$ cat config.mk
export PLATFORM = sky130hd
export DESIGN_NAME = sc2bin_shft_arb
export DESIGN_NICKNAME = d
export VERILOG_FILES = /design/src/rtl/sc2bin_shft_arb.sv
export SDC_FILE = /design/constraint.sdc
export NUM_CORES = 1
export LEC_CHECK = 0
export ABC_AREA = 1
export CAP_MARGIN = 20
export CORE_ASPECT_RATIO = 0.7
export CORE_UTILIZATION = 44
export CTS_BUF_LIST = sky130_fd_sc_hd__clkbuf_2 sky130_fd_sc_hd__clkbuf_4 sky130_fd_sc_hd__clkbuf_8
export CTS_CLUSTER_DIAMETER = 120
export CTS_CLUSTER_SIZE = 30
export DETAILED_ROUTE_END_ITERATION = 6
export PLACE_DENSITY_LB_ADDON = 0.1
export SETUP_SLACK_MARGIN = 0.1
export SLEW_MARGIN = 40
export SYNTH_ARGS = -nofsm -noshare
export SYNTH_HDL_FRONTEND = slang
export SYNTH_SLANG_ARGS = --single-unit
$ cat constraint.sdc
create_clock -name clk -period 2.5 [get_ports clk]
set_clock_uncertainty 0.1 [all_clocks]
set_input_delay 0.25 -clock clk [delete_from_list [all_inputs] [get_ports clk]]
set_output_delay 0.25 -clock clk [all_outputs]
set_load 0.02 [all_outputs]
$ cat src/rtl/sc2bin_shft_arb.sv
// Round-robin arbiter that shares one external combinational shifter among N_REQ requesters.
// Define SC2BIN_SHFT_ARB_PRIO_EN to give requester 0 absolute priority over the round-robin group.
module sc2bin_shft_arb #(
    parameter int BITWIDTH_IN  = 10,
    parameter int BITWIDTH_OUT = 8,
    parameter int N_REQ        = 4
) (
    input  logic                          clk,
    input  logic                          reset_n,
    input  logic [N_REQ-1:0]              req_valid,
    input  logic [N_REQ*BITWIDTH_IN-1:0]  req_data,
    input  logic [N_REQ*3-1:0]            req_amt,
    output logic [N_REQ-1:0]              req_ready,
    output logic [BITWIDTH_IN-1:0]        shft_in,
    output logic [2:0]                    shft_amt,
    output logic                          act_en,
    input  logic [BITWIDTH_OUT-1:0]       shft_out,
    output logic                          out_valid,
    input  logic                          out_ready,
    output logic [BITWIDTH_OUT-1:0]       out_data,
    output logic [$clog2(N_REQ)-1:0]      out_id,
    output logic [15:0]                   txn_cnt
);

    localparam int ID_W = $clog2(N_REQ);

    typedef enum logic [1:0] {
        IDLE   = 2'd0,
        ISSUE  = 2'd1,
        RESULT = 2'd2
    } state_t;

    state_t                  state_reg, state_next;
    logic [ID_W-1:0]         ptr_reg, ptr_next;
    logic [BITWIDTH_IN-1:0]  op_data_reg;
    logic [2:0]              op_amt_reg;
    logic [ID_W-1:0]         op_id_reg;
    logic [BITWIDTH_OUT-1:0] out_data_reg;
    logic [ID_W-1:0]         out_id_reg;
    logic [15:0]             txn_cnt_reg;

    logic                    grant_en;
    logic                    gnt_found;
    logic [ID_W-1:0]         gnt_idx;
    logic                    grant;
    logic                    accept;

    logic [BITWIDTH_IN-1:0]  data_arr [N_REQ];
    logic [2:0]              amt_arr  [N_REQ];

    generate
        for (genvar gi = 0; gi < N_REQ; gi++) begin : g_unpack
            assign data_arr[gi] = req_data[gi*BITWIDTH_IN +: BITWIDTH_IN];
            assign amt_arr[gi]  = req_amt[gi*3 +: 3];
        end
    endgenerate

    // Descending scan so the requester closest after the pointer is the last (winning) assignment.
    always_comb begin
        logic [ID_W:0] cand;
        cand      = '0;
        gnt_found = 1'b0;
        gnt_idx   = '0;
        for (int k = N_REQ; k >= 1; k--) begin
            cand = {1'b0, ptr_reg} + (ID_W+1)'(k);
            if (cand >= (ID_W+1)'(N_REQ)) begin
                cand = cand - (ID_W+1)'(N_REQ);
            end
            if (req_valid[cand[ID_W-1:0]]) begin
                gnt_found = 1'b1;
                gnt_idx   = cand[ID_W-1:0];
            end
        end
`ifdef SC2BIN_SHFT_ARB_PRIO_EN
        if (req_valid[0]) begin
            gnt_found = 1'b1;
            gnt_idx   = '0;
        end
`endif
    end

    assign grant  = grant_en && gnt_found;
    assign accept = out_valid && out_ready;

    // Pointer tracks the last round-robin winner; priority grants to requester 0 leave it alone.
    always_comb begin
        ptr_next = ptr_reg;
`ifdef SC2BIN_SHFT_ARB_PRIO_EN
        if (grant && (gnt_idx != '0)) begin
            ptr_next = gnt_idx;
        end
`else
        if (grant) begin
            ptr_next = gnt_idx;
        end
`endif
    end

    always_ff @(posedge clk or negedge reset_n) begin
        if (!reset_n) begin
            state_reg <= IDLE;
        end else begin
            state_reg <= state_next;
        end
    end

    always_comb begin
        state_next = state_reg;
        case (state_reg)
            IDLE: begin
                if (grant) begin
                    state_next = ISSUE;
                end
            end
            ISSUE: begin
                state_next = RESULT;
            end
            RESULT: begin
                if (out_ready) begin
                    state_next = grant ? ISSUE : IDLE;
                end
            end
            default: begin
                state_next = IDLE;
            end
        endcase
    end

    always_comb begin
        grant_en  = 1'b0;
        act_en    = 1'b0;
        out_valid = 1'b0;
        case (state_reg)
            IDLE:    grant_en  = 1'b1;
            ISSUE:   act_en    = 1'b1;
            RESULT: begin
                out_valid = 1'b1;
                grant_en  = out_ready;
            end
            default: grant_en = 1'b0;
        endcase
        req_ready = '0;
        if (grant) begin
            req_ready[gnt_idx] = 1'b1;
        end
    end

    always_ff @(posedge clk or negedge reset_n) begin
        if (!reset_n) begin
            ptr_reg      <= ID_W'(N_REQ-1);
            op_data_reg  <= '0;
            op_amt_reg   <= 3'd7;
            op_id_reg    <= '0;
            out_data_reg <= '0;
            out_id_reg   <= '0;
            txn_cnt_reg  <= '0;
        end else begin
            ptr_reg <= ptr_next;
            if (grant) begin
                op_data_reg <= data_arr[gnt_idx];
                op_amt_reg  <= amt_arr[gnt_idx];
                op_id_reg   <= gnt_idx;
            end
            if (act_en) begin
                out_data_reg <= shft_out;
                out_id_reg   <= op_id_reg;
            end
            if (accept) begin
                txn_cnt_reg <= txn_cnt_reg + 16'd1;
            end
        end
    end

    assign shft_in  = op_data_reg;
    assign shft_amt = op_amt_reg;
    assign out_data = out_data_reg;
    assign out_id   = out_id_reg;
    assign txn_cnt  = txn_cnt_reg;

endmodule

Word level (Yosys, flattened, before mapping). Index checks and enable logic that the tools add are counted.

Flip-flop bits (word level): 45. Input port bits: 67. Logic and storage cells: 74.

Add/subtract/negate cells: 9. Equal/unequal tests: 4. Muxes and demuxes: 36. Order comparisons: 11. Reduce and logical (&&, ||, !) cells: 5. Bitwise operators: 1.

Operator list (number): binary-select mux 10 bit (select 2 bit) (1); 2-to-1 mux 10 bit (2); 2-to-1 mux 2 bit (10); adder 16 x 1 -> 16 bit (second input constant) (1); greater-or-equal comparator 3 bit (second input constant) (5); < comparator 2 x 3 -> 1 bit (second input constant) (5); 2-to-1 mux 1 bit (12); binary-select mux 1 bit (select 2 bit) (4); subtractor 2 x 1 -> 2 bit (second input constant) (4); adder 2 x 2 -> 3 bit (second input constant) (2); binary-select mux 3 bit (select 2 bit) (1); 2-to-1 mux 3 bit (2); one-hot mux 2 bit (3 select lines) (1); 2-to-1 mux 4 bit (1); inequality test 2 bit (second input constant) (2); adder 2 x 1 -> 3 bit (second input constant) (1); adder 2 x 3 -> 3 bit (second input constant) (1); logical AND 1 bit (3); inverter 2 -> 3 bit (1); demux 1 bit (select 2 bit) (1); == test 2 x 1 -> 1 bit (second input constant) (1); == test 2 bit (second input constant) (1); greater-or-equal comparator 2 x 1 -> 1 bit (second input constant) (1); logical NOT 2 bit (1); other kinds (2) (2).

Longest topological paths before layout. Gate-level depths: netlist of the first run.

Word-level depth: 14. Mapped depth: 15. Mapped depth without buffers: 13.

Worst setup path before layout of the first run. No wires, ideal clock.

Path kind: register -> output. Start: register ptr_reg[0]. End: output req_ready[0]. Stages on the path, launching flop included: 11. Slack: 0.356 ns. Arrival: 1.794 ns. Cell sequence: dfstp_2 > buf_6 > nand2_1 > o21ai_2 > nand2_1 > nand3_1 > inv_2 > a31oi_4 > inv_2 > buf_6 > nor3_2.

Cells in the longest elaborated chain, start to end: 14. Elaborated cells on any way between the ends: 39.

Ends and longest elaborated chain: start: declaration (line 34) `logic [ID_W-1:0] ptr_reg, ptr_next;`; start signal: assignment (line 150) `ptr_reg <= ID_W'(N_REQ-1);`; start signal: assignment (line 158) `ptr_reg <= ptr_next;`; adder 2 x 3 -> 3 bit (line 65) `cand = {1'b0, ptr_reg} + (ID_W+1)'(k);`; greater-or-equal comparator 3 bit or subtractor 2 x 1 -> 2 bit (tied branches) (line 66, 67); 2-to-1 mux 2 bit (line 66) `if (cand >= (ID_W+1)'(N_REQ)) begin`; binary-select mux 1 bit (select 2 bit) (line 69) `if (req_valid[cand[ID_W-1:0]]) begin`; 2-to-1 mux 1 bit (implied by the code) (line 69); 2-to-1 mux 2 bit (4 in a row) (line 69); < comparator 2 x 3 -> 1 bit (implied by the code) or greater-or-equal comparator 2 x 1 -> 1 bit (tied branches) (line 144) `req_ready[gnt_idx] = 1'b1;`; logical AND 1 bit (implied by the code) (line 144); 2-to-1 mux 1 bit (implied by the code) (line 144); demux 1 bit (select 2 bit) (line 144); 2-to-1 mux 4 bit * (line 143) `if (grant) begin`; end: declaration (line 13) `output logic [N_REQ-1:0] req_ready,`.

Mark *: on every way between the ends. The rest lies on a longest branch, timed or not. The select of a mux whose other input is x is not followed.

Worst setup path in the final report of the first run.
Start: register ptr_reg[0]. End: output req_ready[1].

Same word-level chain as after synthesis.

==> flow_summary.yaml, run 1 <==
outcome:
  status: "completed"
clocking:
  cts_root_buf: "clkbuf_8"
  htreeDepth: 2
  cts_tree: "done"
  clock-sinks: 45
  postCtsSetupBuffers: 0
  path_clk_slew_ns: 0.08
  clock_path_buffers: 2
  numCtsBuffers: 5
  clock_latency_ns: 0.29
global_route:
  grt_overflow: 0
  antenna_found_initial: 0
  use_met3_pct: 6.713
  grt_busiest_layer: "met2"
  grt_start_max_net_pins: 28
  first_global_vias: 2458
  grtUsageMet2_pct: 39.25
  track_usage_pct: 23.80
  grt_first_pass_wirelength_mm: 11.36
  use_met1_pct: 31.43
yosys:
  synthesis.nets: 396
  synthesis.area_um2: 2541
  synth_top_area_cell: "dfrtp_1"
  yosys_warnings: 0
  yosysTopAreaCellShare_pct: 39.39
  synth_area_leaders: "dfrtp_1 (39%), nand2_1 (17%), nand3_1 (15%)"
  ys_seq_area_share_pct: 44.56
  synth_cell_types: 28
  syn_avg_cell_area_um2: 7.748
  syn_inst: 328
  yosys_register_bits: 45
sta:
  finalHoldViolCount: 0
  max_freq_mhz: 422.5
  timing.final.crit_share_pct: 94.67
  grt_setup_unrepaired: "true"
  tns_ns: 0
  slew_violations: 0
  tightest_slew_ns: 0.3674
  fin_crit_ns: 2.367
  relSlewSlack_pct: 75.48
  setup_viol_count_final: 0
worst_setup_path:
  worstReg2RegStart: "ptr_reg[0]"
  r2r-end: "shft_in[6]"
  setup.worst_path.class: "reg -> out"
  cp-start-kind: "flop"
  required_ns: 2.15
  critPathLaunch: "ptr_reg[0]"
  timing.reg2reg.setup_slack_ns: 0.35
  reg2regPathDepth: 13
  critPathArrivalTime_ns: 2.02
  end_kind: "output pin"
  worstPathMaxFanout: 8
finish:
  mostFrequentLayoutCells: "nand2_1 (110), clkdlybuf4s50_1 (106), nand3_1 (71)"
  fillers: 468
  fin_nets: 517
  stdcell_area_um2: 3875
  drive_gt1_share_pct: 14.89
  syn2layout_area_growth_pct: 52.49
  mostFrequentLayoutCell: "nand2_1"
  finish.utilization_pct: 71.82
  diodes: 0
  multi_input_area_um2: 1230
  largest_register_ffs: 16
  regArea_um2: 1132
die:
  coreArea_um2: 5395
  start_util_pct: 47.10
  rows: 22
  die_area_um2: 6088
  pin_count: 112
  die_x_um: 92.83
  die_h_um: 65.58
routing:
  initialDrtViolationCount: 169
  wirelength_mm: 6.915
  vias_per_cell: 4.967
  dr.pass1.iters: 4
  vias: 2593
  antenna_left: 0
  drc: 0
  routedWlPerCell_um: 13.25
place:
  place_congestion: 0.8853
  placed_area_um2: 3749
  post-dp-hpwl_mm: 5.290
  portBuffers: 111
hold_path:
  min-delay-path-class: "in -> async"
power:
  powerDensity_nw_per_um2: 1386
  leakage_nw: 1.875
  ir_drop_uv: 734.4
run:
  drv_cap: 0
==> worst max-delay path by stage <==
stage                         endpoint  depth (start not counted)
final                     req_ready[1]                         11
after global routing      req_ready[1]                         11
after CTS                 req_ready[0]                          9
after detailed placement  req_ready[2]                         10
after global placement    req_ready[2]                         12
after floorplan           req_ready[0]                         10
==> cell type report <==
type	count	share of cell area, %
Sequential cell	45	29.22
Timing Repair Buffer	127	31.45
Multi-Input combinational cell	242	31.74
Clock inverter	1	0.1937
Tap cell	72	2.325
Inverter	28	2.906
Clock buffer	7	2.163
==> critical path, stage by stage, from the launching register on <==
cell	delay [ns]
dfstp_2	0.65
nand2_1	0.10
o21ai_2	0.10
nand2_2	0.10
nand2_1	0.09
nand2_2	0.08
nand2_2	0.08
nand2_4	0.05
nand2_4	0.09
inv_2	0.04
nor3_2	0.16
buf_4	0.16
==> through the flow <==
step                      power [mW]  hold slack, ns  setup WS (ns)  cells
after detailed placement       4.855         0.04612        -0.1361    513
after global placement         4.777         0.04791        -0.1080    513
after floorplan                3.679         -0.1456         0.3562    328
after CTS                      5.287          0.2676        0.02616    522
after global routing           5.821          0.2819       0.006036    522
final                          5.369          0.2659         0.1333    522
==> power by group <==
group / switching, mW / internal (mW) / leakage (nW)
sequential: 0.201 / 1.06 / 0.560
combinational: 2.19 / 1.47 / 1.27
clock: 0.229 / 0.219 / 0.0453
==> what timing repair did <==
item / CTS / global route
endpoints found under the hold margin: 12 / 0
pin swaps: 0 / 3
setup endpoints to repair: 4 / 4
resized for setup: 15 / 17
hold buffers: 1 / 0
==> logic make-up after synthesis <==
group,synth area share (%)
buf+inv,8.321
flops,44.56
compound gates,3.102
xor+xnor,4.825
fa+ha+maj,0.4923
simple gates,38.70
==> synthesized netlist by cell type <==
master    number
dfstp_2        5
nand2_2        6
a31o_2         1
and3_4         1
nand3_1       74
inv_2          7
inv_1         20
a21oi_1        3
inv_6          1
xor2_1         9
nor2_2         2
nand2_1      114
clkbuf_1       1
o21ai_2        1
nand2_4        1
or2_2          1
nor3_2         3
o21ai_0        5
dfrtp_1       40
ha_1           1
nor2_1         9
buf_4          5
nand3_4        1
xnor2_1        5
nand4_1        4
a31oi_4        1
buf_2          3
buf_6          4
==> routing by layer <==
layer	part of all wire [%]	wire (µm)
met1	46	3166
met2	46	3198
met3	7.0	484
met4	0.94	65
met5	0	0
No activity file was read; power rests on OpenSTA's default activity.
==> run 2: changes to the inputs <==
--- a/config.mk
+++ b/config.mk
@@ -8,11 +8,11 @@
 export ABC_AREA = 1
 export CAP_MARGIN = 20
 export CORE_ASPECT_RATIO = 0.7
-export CORE_UTILIZATION = 44
-export CTS_BUF_LIST = sky130_fd_sc_hd__clkbuf_2 sky130_fd_sc_hd__clkbuf_4 sky130_fd_sc_hd__clkbuf_8
+export CORE_UTILIZATION = 42
 export CTS_CLUSTER_DIAMETER = 120
 export CTS_CLUSTER_SIZE = 30
 export DETAILED_ROUTE_END_ITERATION = 6
+export MAX_ROUTING_LAYER = met4
 export PLACE_DENSITY_LB_ADDON = 0.1
 export SETUP_SLACK_MARGIN = 0.1
 export SLEW_MARGIN = 40
==> run 2 against run 1 <==
Compared with the run above:
- wire length fell by 0.88%
- flip-flop and latch count unchanged
- utilization is 4.3 points lower
- cell count is 0.77% higher
- via count decreased by 1.2%
- setup slack improved by 0.022 ns
- fmax increased by 0.95%
- global-route usage shrank 1.3 points
- largest power group unchanged
- highest routed layer unchanged
==> flow_summary.yaml, run 2 (synthesized netlist as in run 1, its figures left out) <==
clocking:
  clock_path_buffers: 2
  clock_latency_ns: 0.29
  clock-sinks: 45
  numCtsBuffers: 5
  cts_root_buf: "clkbuf_8"
  path_clk_slew_ns: 0.08
  cts_tree: "done"
  htreeDepth: 2
sta:
  slew_violations: 0
  tightest_slew_ns: 0.4006
  setup_viol_count_final: 0
  timing.final.crit_share_pct: 93.78
  max_freq_mhz: 426.6
  finalHoldViolCount: 0
  grt_setup_unrepaired: "true"
  fin_hold_ws_ns: 0.2636
  relSlewSlack_pct: 73.29
  tns_ns: 0
  final.setup.worst_slack_ns: 0.1556
  fin_crit_ns: 2.344
worst_setup_path:
  cp-start-kind: "flop"
  required_ns: 2.15
  worstPathMaxFanout: 8
  slowest_stage: "dfstp_2"
  timing.reg2reg.setup_slack_ns: 0.36
  setup.worst_path.class: "reg -> out"
  cp.buffers_inverters: 2
  crit_family: "simple AND/OR/NAND/NOR gates"
  end_kind: "output pin"
  cp_cell_sequence: "clkinv_4 > nand2_1 > nand2_2 > nand2_1 > nand2_1 > nand2_2 > nand2_2 > nand2_4 > nand2_4 > nor3_2 > buf_4"
  reg2regPathDepth: 14
  r2r-end: "shft_in[9]"
  critPathLaunch: "ptr_reg[0]"
  worstReg2RegStart: "ptr_reg[0]"
  cpPeakStageDelay_ns: 0.60
  critPathArrivalTime_ns: 1.99
routing:
  dr.pass1.iters: 4
  antenna_left: 0
  routedWlPerCell_um: 13.03
  wirelength_mm: 6.854
  drc: 0
  initialDrtViolationCount: 118
  vias: 2561
  vias_per_cell: 4.869
global_route:
  first_global_vias: 2250
  antenna_found_initial: 0
  grt_first_pass_wirelength_mm: 10.58
  grt_start_max_net_pins: 34
  grt_overflow: 0
  track_usage_pct: 22.53
finish:
  stdcell_area_um2: 3904
  drive_gt1_share_pct: 15.08
  fillers: 479
  largest_register_ffs: 16
  fin_nets: 518
  mostFrequentLayoutCells: "nand2_1 (108), clkdlybuf4s50_1 (106), nand3_1 (72)"
  multi_input_area_um2: 1232
  final_cells: 526
  regArea_um2: 1132
  diodes: 0
  mostFrequentLayoutCell: "nand2_1"
  syn2layout_area_growth_pct: 53.62
place:
  placed_area_um2: 3737
  place_ws_ns: -0.1196
  place_congestion: 0.8517
  portBuffers: 111
  post-dp-hpwl_mm: 5.150
  place_inst: 514
die:
  start_util_pct: 43.93
  pin_count: 112
  rows: 23
  die_x_um: 94.97
  die_h_um: 67.08
  coreArea_um2: 5784
  die_area_um2: 6371
hold_path:
  min-delay-path-class: "in -> async"
power:
  leakage_nw: 1.884
  ir_drop_uv: 798.6
  powerDensity_nw_per_um2: 1391
outcome:
  status: "completed"
run:
  drv_cap: 0
-- run 2: cell count changes in the layout (fill, tap and decap cells not counted), sizes merged --
cell | previous run | this run
inv | 28 | 27
clkinvlp | 1 | 0
clkinv | 0 | 1
buf | 20 | 21
clkbuf | 7 | 8
-- run 2: routing by layer --
metal	share of wire, %	global-route usage [%]
met5	0	-
met4	1.4	7.008
met3	6.3	5.936
met2	45	34.26
met1	47	29.42
-- run 2: final cells by class --
type / count / share of cell area, %
well taps: 75 / 2.404
multi-input cells: 242 / 31.57
clock buffers: 8 / 2.308
repair buffers: 128 / 31.83
inverters: 28 / 2.885
flip-flops and latches: 45 / 29.01
-- run 2: power by group --
| group | total (mW) | switching [mW] | internal, mW | leakage (nW) |
|---|---|---|---|---|
| Combinational | 3.73 | 2.21 | 1.53 | 1.28 |
| Clock | 0.445 | 0.220 | 0.225 | 0.0455 |
| Sequential | 1.25 | 0.196 | 1.06 | 0.560 |
-- run 2: what timing repair did --
| item | in CTS | in global routing |
|---|---|---|
| hold buffers | 1 | 0 |
| endpoints found under the setup margin | 4 | 4 |
| setup buffers | 0 | 3 |
| gates resized for setup | 15 | 21 |
| pin swaps | 0 | 4 |
| hold endpoints to repair | 12 | 0 |
-- run 2: how the worst max path moves through the flow --
stage,endpoint,slack (ns),depth (start not counted)
floorplan,req_ready[0],0.36,10
global placement,req_ready[2],-0.12,12
detailed placement,req_ready[2],-0.12,12
CTS,req_ready[0],0.01,11
global route,req_ready[0],0.05,11
finish,req_ready[0],0.16,11
-- run 2: stage by stage --
step / total power, mW / utilization [%]
floorplan: 3.679 / -
global placement: 4.780 / 64.61
detailed placement: 4.866 / 64.61
CTS: 5.293 / 66.10
global route: 5.880 / 67.49
finish: 5.430 / 67.49
